**src/rtl/fetch_pc_unit.sv**
```systemverilog
// Fetch program-counter sequencer: owns the fetch PC, issues imem requests,
// and redirects on taken branches with a fixed-length pipeline flush.
module fetch_pc_unit #(
  parameter logic [31:0] RESET_PC     = 32'h0000_0000,
  parameter int unsigned FLUSH_CYCLES = 2
) (
  input  logic        clk,
  input  logic        rst_n,
  input  logic        branch,
  input  logic [31:0] branch_target,
  input  logic        stall,
  input  logic        imem_ready,
  output logic        imem_req,
  output logic [31:0] pc,
  output logic [31:0] pc_plus4,
  output logic        flush,
  output logic        misalign
);

  typedef enum logic [1:0] {IDLE, FETCH, REDIRECT} state_t;

  localparam logic [3:0] CNT_INIT = 4'(FLUSH_CYCLES - 1);

  state_t     state;
  logic [3:0] cnt;

  assign pc_plus4 = pc + 32'd4;

  always_ff @(posedge clk) begin
    if (!rst_n) begin
      state    <= IDLE;
      pc       <= RESET_PC;
      imem_req <= 1'b0;
      flush    <= 1'b0;
      misalign <= 1'b0;
      cnt      <= 4'd0;
    end else begin
      // misalign is a pulse; only the branch edge may raise it
      misalign <= 1'b0;
      case (state)
        IDLE: begin
          imem_req <= 1'b1;
          state    <= FETCH;
        end
        FETCH: begin
          if (branch) begin
            pc       <= {branch_target[31:2], 2'b00};
            misalign <= |branch_target[1:0];
            flush    <= 1'b1;
            imem_req <= 1'b0;
            cnt      <= CNT_INIT;
            state    <= REDIRECT;
          end else if (!stall && imem_ready) begin
            pc <= pc_plus4;
          end
        end
        REDIRECT: begin
          // branch is ignored here: it belongs to a squashed instruction
          if (cnt == 4'd0) begin
            flush    <= 1'b0;
            imem_req <= 1'b1;
            state    <= FETCH;
          end else begin
            cnt <= cnt - 4'd1;
          end
        end
        default: begin
          state    <= IDLE;
          imem_req <= 1'b0;
          flush    <= 1'b0;
        end
      endcase
    end
  end

endmodule

```
**config.mk**
```make
export PLATFORM = sky130hd
export DESIGN_NAME = fetch_pc_unit
export DESIGN_NICKNAME = d
export VERILOG_FILES = /design/src/rtl/fetch_pc_unit.sv
export SDC_FILE = /design/constraint.sdc
export NUM_CORES = 1
export LEC_CHECK = 0
export ABC_AREA = 1
export CAP_MARGIN = 0
export CORE_MARGIN = 2
export CORE_UTILIZATION = 40
export CTS_CLUSTER_SIZE = 14
export DETAILED_ROUTE_END_ITERATION = 8
export PLACE_DENSITY = 0.85
export SLEW_MARGIN = 40
export SYNTH_ARGS = -nofsm -noshare
export SYNTH_HDL_FRONTEND = slang
export SYNTH_SLANG_ARGS = --single-unit
```
**constraint.sdc**
```tcl
create_clock -name clk -period 1.7 [get_ports clk]
set_input_delay 0.34 -clock clk [delete_from_list [all_inputs] [get_ports clk]]
set_output_delay 0.34 -clock clk [all_outputs]
set_load 0.02 [all_outputs]
```
; After elaboration in Yosys (flattened, before gate mapping)
; Cells that the tools add are included.
[classes]
eq_ne = 5
n_lt_le_gt_ge = 0
div = 0
shift = 0
n_mux = 14
add_sub_neg = 2
bitwise_logic = 1
mul = 0
n_reduce_logical = 12
[op_table]
columns = cell, count
row1 = 2-to-1 mux 32 bit, 2
row2 = "adder 32 x 3 -> 32 bit, second input constant", 1
row3 = AND reduction 3 bit, 3
row4 = 2-to-1 mux 4 bit, 2
row5 = one-hot mux 4 bit (2 select lines), 1
row6 = "!= test 2 bit, second input constant", 3
row7 = one-hot mux 1 bit (3 select lines), 2
row8 = one-hot mux 2 bit (3 select lines), 1
row9 = zero test 4 bit, 1
row10 = 2-to-1 mux 1 bit, 4
row11 = 2-to-1 mux 2 bit, 2
row12 = AND reduction 2 bit, 2
row13 = nonzero test 2 bit, 2
row14 = "subtractor 4 x 1 -> 4 bit, second input constant", 1
row15 = "== test 2 x 1 -> 1 bit, second input constant", 1
row16 = "== test 2 bit, second input constant", 1
row17 = zero test 2 bit, 1
row18 = OR reduction 2 bit, 1
row19 = logical AND 1 bit, 1
row20 = zero test 1 bit, 1
row21 = NOT 1 bit, 1
[word_totals]
wordCells = 40
latch_bits = 0
output_inout_bits = 67
reg_bits = 41
rom_bits = 0
input_bits = 37
mem_bits_rw = 0
n_memories = 0

; Longest topological paths before layout
[depth]
depth_word = 4
depth_mapped = 10
depth_no_buf = 10

; Least setup slack after synthesis
; OpenSTA, ideal clock, no wires.
[synth_path]
kind = reg-to-output
from = register pc[3]
to = output port pc_plus4[12]
stages_incl_launch_ff = 6
setup_slack_ps = -208
arrival_time_ps = 1568
t_required_ps = 1360
path_buffers = 0
cell_sequence = dfxtp_1 ha_1 nand3_1 nor2_1 nand2_1 xnor2_1
[synth_between]
elab_chain_cells = 1
[synth_rtl]
columns = element, line_no
row1 = from (decl), 14  ; output logic [31:0] pc,
row2 = from (signal assigned), 47  ; pc <= {branch_target[31:2], 2'b00};
row3 = from (signal assigned), 54  ; pc <= pc_plus4;
row4 = adder 32 x 3 -> 32 bit, 27  ; assign pc_plus4 = pc + 32'd4;
row5 = to (decl), 15  ; output logic [31:0] pc_plus4,
; Every way passes these cells.

; Worst setup path in the final report
[layout_path]
from = register pc[9]
to = output port pc_plus4[24]
; The elaborated chain is that of the path after synthesis.

==> parameters.txt <==
Parameter                              Value

Pwr
  Power consumption ... approximately 0.0028 W
  Combinational power share ... between 30% and 40%
  Switching Fraction ... 36.16%
  Switching power of the nets ... between 0.001 and 0.0015 W
  Proportion of power drawn by flip-flops and latches ... between 30% and 40%
  Cell-internal power ... about 0.0018 W
  Maximum vdd drop ... roughly 0.00044 V
  Clock power frac ... 23.7%
  Power density over cell area ... approximately 630 mW/mm²
  Leakage ... ~2.0 nW

Setup path
  Cell class contributing the biggest share of worst-path delay ... simple AND/OR/NAND/NOR gates
  Critical R2R Capture ... pc[22]$_SDFFE_PN0P_
  Source of the worst register-to-register timing path ... pc[18]$_SDFFE_PN0P_
  Maximum fanout along the worst path ... 4
  Critical path startpoint ... pc[9]$_SDFFE_PN0P_
  Highest-delay cell along the critical path ... dfxtp_2
  Critical path buffer and inverter count ... 1
  Worst path most repeated cell ... nand2_1
  Category of the most critical setup path ... reg -> out
  Worst R2R Setup Slack ... -0.26 ns
  Setup crit start kind ... flop
  Total stage count of the critical path ... 8
  Required time of the worst setup path ... approximately 1.4 ns
  Type of destination of the critical path ... primary output
  Critical Path AT ... roughly 1.8 ns
  Logic depth of the worst register-to-register path ... 12
  Cell chain of the critical path ... nand2_1, nor2_2, nand2_1, nor2_4, nand2_1, nand2_1, nand2_1, buf_2
  Highest cell delay on the worst timing path ... approximately 0.36 ns
  Crit path to ... pc_plus4[24]

Final layout
  Share of layout cells above drive strength 1 ... 35.01%
  Diode count ... 0
  Number of filler cells placed in the layout ... around 410
  Post-synthesis to final-layout area growth ... 79.52%
  Utilization after layout ... roughly three quarters
  Net total in the final layout ... roughly 600

Floorplanning
  Io pins ... between 100 and 150
  Core Region ... between 0.006 and 0.007 mm²
  Initial Utilization ... about two fifths
  Die area ... 0.006961 mm²
  Floorplan die height ... ~83 µm
  Die Width ... roughly 83 µm
  Site Rows ... 28

Min path
  Class of the tightest hold or removal check ... reg -> reg

STA
  Final Hold Viols ... 0
  Worst-case clock skew ... between 0.008 and 0.009 ns
  Setup TNS after final layout ... -8.475 ns
  RSZ-0062 raised after global routing ... yes
  Final Max Slew Viols ... 0
  Setup ws final ... -0.4232 ns
  Clock period minus final worst setup slack ... approximately 2.1 ns
  Part of the cycle the worst path needs ... 124.9%
  Setup violation total in the final timing report ... 28
  Fmax ... between 400 and 500 MHz

Routing
  Post-DRT Antenna Nets ... 0
  Number of iterations in the first detailed-routing pass ... 5
  Detailed-route wire length per cell ... about 18 µm
  Post-DR vias/cell ... 5.722
  DRT Wirelength ... 11270 µm
  Vias ... around 3.6k
  Detailed-route DRC error count ... 0
  Number of DRC markers in iteration 0 ... 399

Clock tree
  CTS Root Cell ... clkbuf_8
  Level count of the clock H-tree ... 2
  CTS Hold Buffers Added ... 0
  CTS sink cnt ... 38
  Number of buffers inserted during clock tree synthesis ... 5
  Reg clk slew, reported paths ... 0.08 ns
  Clock tree from TritonCTS ... yes
  Clock tree buffer depth ... 2
  Insertion delay of the later-clocked pin in the worst-skew pair ... about 0.3 ns

Synth
  Most used flip-flop cell after synthesis ... dfxtp_1
  Ys async rst share ... 0%
  Largest area contributor in the netlist ... dfxtp_1
  Cell with the most instances after synthesis ... nand2_1
  Synth Area in Compound Gates ... a little under 20%
  Count of yosys warnings during synthesis ... 0
  Top cell type's share of synthesized area ... a little under a third
  Number of distinct library cell variants in the gate-level netlist after synthesis ... 28
  Commonest cells in the netlist ... 116 x nand2_1, 60 x a21oi_1, 38 x dfxtp_1, 35 x nor2_1, 34 x o21ai_0
  Multiplexer area fraction after synthesis ... 0%
  Sequential share of the synthesized area ... between 30% and 40%
  Avg Inst Size Synth ... 6.389 µm²
  Netlist area before placement ... ~0.0025 mm²
  Top area cells in the synthesized netlist ... dfxtp_1 30%, nand2_1 17%, a21oi_1 12%
  Mapped Cells ... 395
  Synthesized flop and latch total ... 38
  Number of synthesized flops with an enable pin ... 0
  Post-synthesis share of cell area spent on xor and xnor gates ... 6.693%
  Fraction of the mapped netlist area in simple logic gates ... between 30 and 40%
  Post-synthesis adder-cell area fraction ... 1.487%
  Main combinational cell family by area after synthesis ... simple AND/OR/NAND/NOR gates

Placement
  Port Buf Inserts ... 99
  GP Congestion ... about 0.9
  Half-perimeter wire length after detailed placement ... between 6000 and 7000 µm

Global route
  Maximum number of pins on one net before global-route repair ... 35
  GRT Resource Usage Total ... 27.47%
  Wire length of the first global-routing pass ... between 15000 and 20000 µm
  Antenna violations before repair ... 0
  Vias in the first global route ... roughly 3.3k
  Total gr overflow ... 0

Status
  Violations in the final reports ... setup timing
  Outcome ... complete, but fails checks

Run
  Max Cap Viol ... 0
registers in the layout (all words and copies together), names as in the netlist:
| signal | flops |
|---|---|
| pc | 30 |
| cnt | 4 |
| state | 2 |
| flush | 1 |
| misalign | 1 |
worst min-delay path by stage:
stage | startpoint | end | slack (ns) | depth (start not counted)
6_report | flush$_SDFFE_PN0P_ | flush$_SDFFE_PN0P_ | 0.49 | 2
3_3_place_gp | state[1]$_SDFFE_PN0P_ | flush$_SDFFE_PN0P_ | 0.46 | 1
5_1_grt | state[1]$_SDFFE_PN0P_ | flush$_SDFFE_PN0P_ | 0.53 | 1
2_1_floorplan | state[1]$_SDFFE_PN0P_ | flush$_SDFFE_PN0P_ | 0.45 | 1
4_1_cts | flush$_SDFFE_PN0P_ | flush$_SDFFE_PN0P_ | 0.50 | 2
3_5_place_dp | flush$_SDFFE_PN0P_ | flush$_SDFFE_PN0P_ | 0.48 | 2
logic make-up after synthesis:
| logic type | count (synthesis) |
|---|---|
| and+or+nand+nor | 192 |
| AOI/OAI and AO/OA | 98 |
| buffers and inverters | 48 |
| DFF | 38 |
| other | 1 |
| xor gates and xnor gates | 15 |
| adders and majority gates | 3 |
power groups by stage:
stage	Combinational [W]	Clock (W)	Sequential (W)
floorplan	0.000378	0	0.00116
global placement	0.00101	0	0.00105
detailed placement	0.00103	0	0.00106
CTS	0.00104	0.000668	0.00105
global route	0.00117	0.000699	0.00107
finish	0.00110	0.000672	0.00106
layer usage:
metal  global-route usage, %  vias to the layer above  share of wire [%]  routed length, µm
met5                       0                        -                  0                  0
met4                   11.00                        0                4.3                486
met3                   5.169                       60                9.9               1112
met2                   46.92                      286                 49               5484
met1                   34.07                     1681                 37               4184
li1                        -                     1589                  -                  -
cells in the final DEF (no fill, tap or decap), types with 2 or more instances in the layout:
cell,n
nor2_2,12
nand3b_1,6
and2_1,2
nand3_2,2
o21ai_0,33
nand3_4,2
dlygate4sd2_1,29
buf_12,3
a21oi_1,59
xnor2_4,4
inv_1,27
clkdlybuf4s50_1,41
clkbuf_8,6
xor2_4,2
nand2_4,3
ha_1,2
dfxtp_4,3
buf_4,67
xor2_2,8
nor3_1,3
a31oi_1,2
dfxtp_2,14
nand3_1,6
nor2_1,22
nand2_1,102
buf_6,29
and2_4,2
a21oi_2,2
dfxtp_1,21
conb_1,4
nor2_4,11
nand2_2,17
timing repair:
action	CTS	global route
pin swaps	26	25
endpoints found under the setup margin	58	31
hold endpoints to repair	0	0
resized for setup	236	43
buffers inserted	12	8
worst register-to-register path: cells and delay by family (launching register included):
family          cells  cell delay [ns]
flops               1             0.41
compound gates      1             0.06
buf+inv             7             0.85
simple gates        4             0.53
stage by stage:
step	hold slack [ns]	instances	setup WS (ns)	area, µm²
after floorplan	0.4482	398	0.002539	2569
after global placement	0.4617	605	-0.4737	3974
after detailed placement	0.4830	605	-0.5050	3974
after CTS	0.4954	625	-0.3481	4332
after global routing	0.5264	632	-0.4987	4531
final	0.4886	632	-0.4232	4531
area by class of cell:
type                    count  area [µm²]  share of cell area, %
multi-input cells         312        1877                  41.42
repair buffers            171        1572                  34.69
flip-flops and latches     38       789.5                  17.43
inverters                  28       105.1                  2.320
well taps                  75       93.84                  2.071
clock buffers               6       82.58                  1.823
clock inverters             2       11.26                 0.2485
No activity file was read; power rests on OpenSTA's default activity.
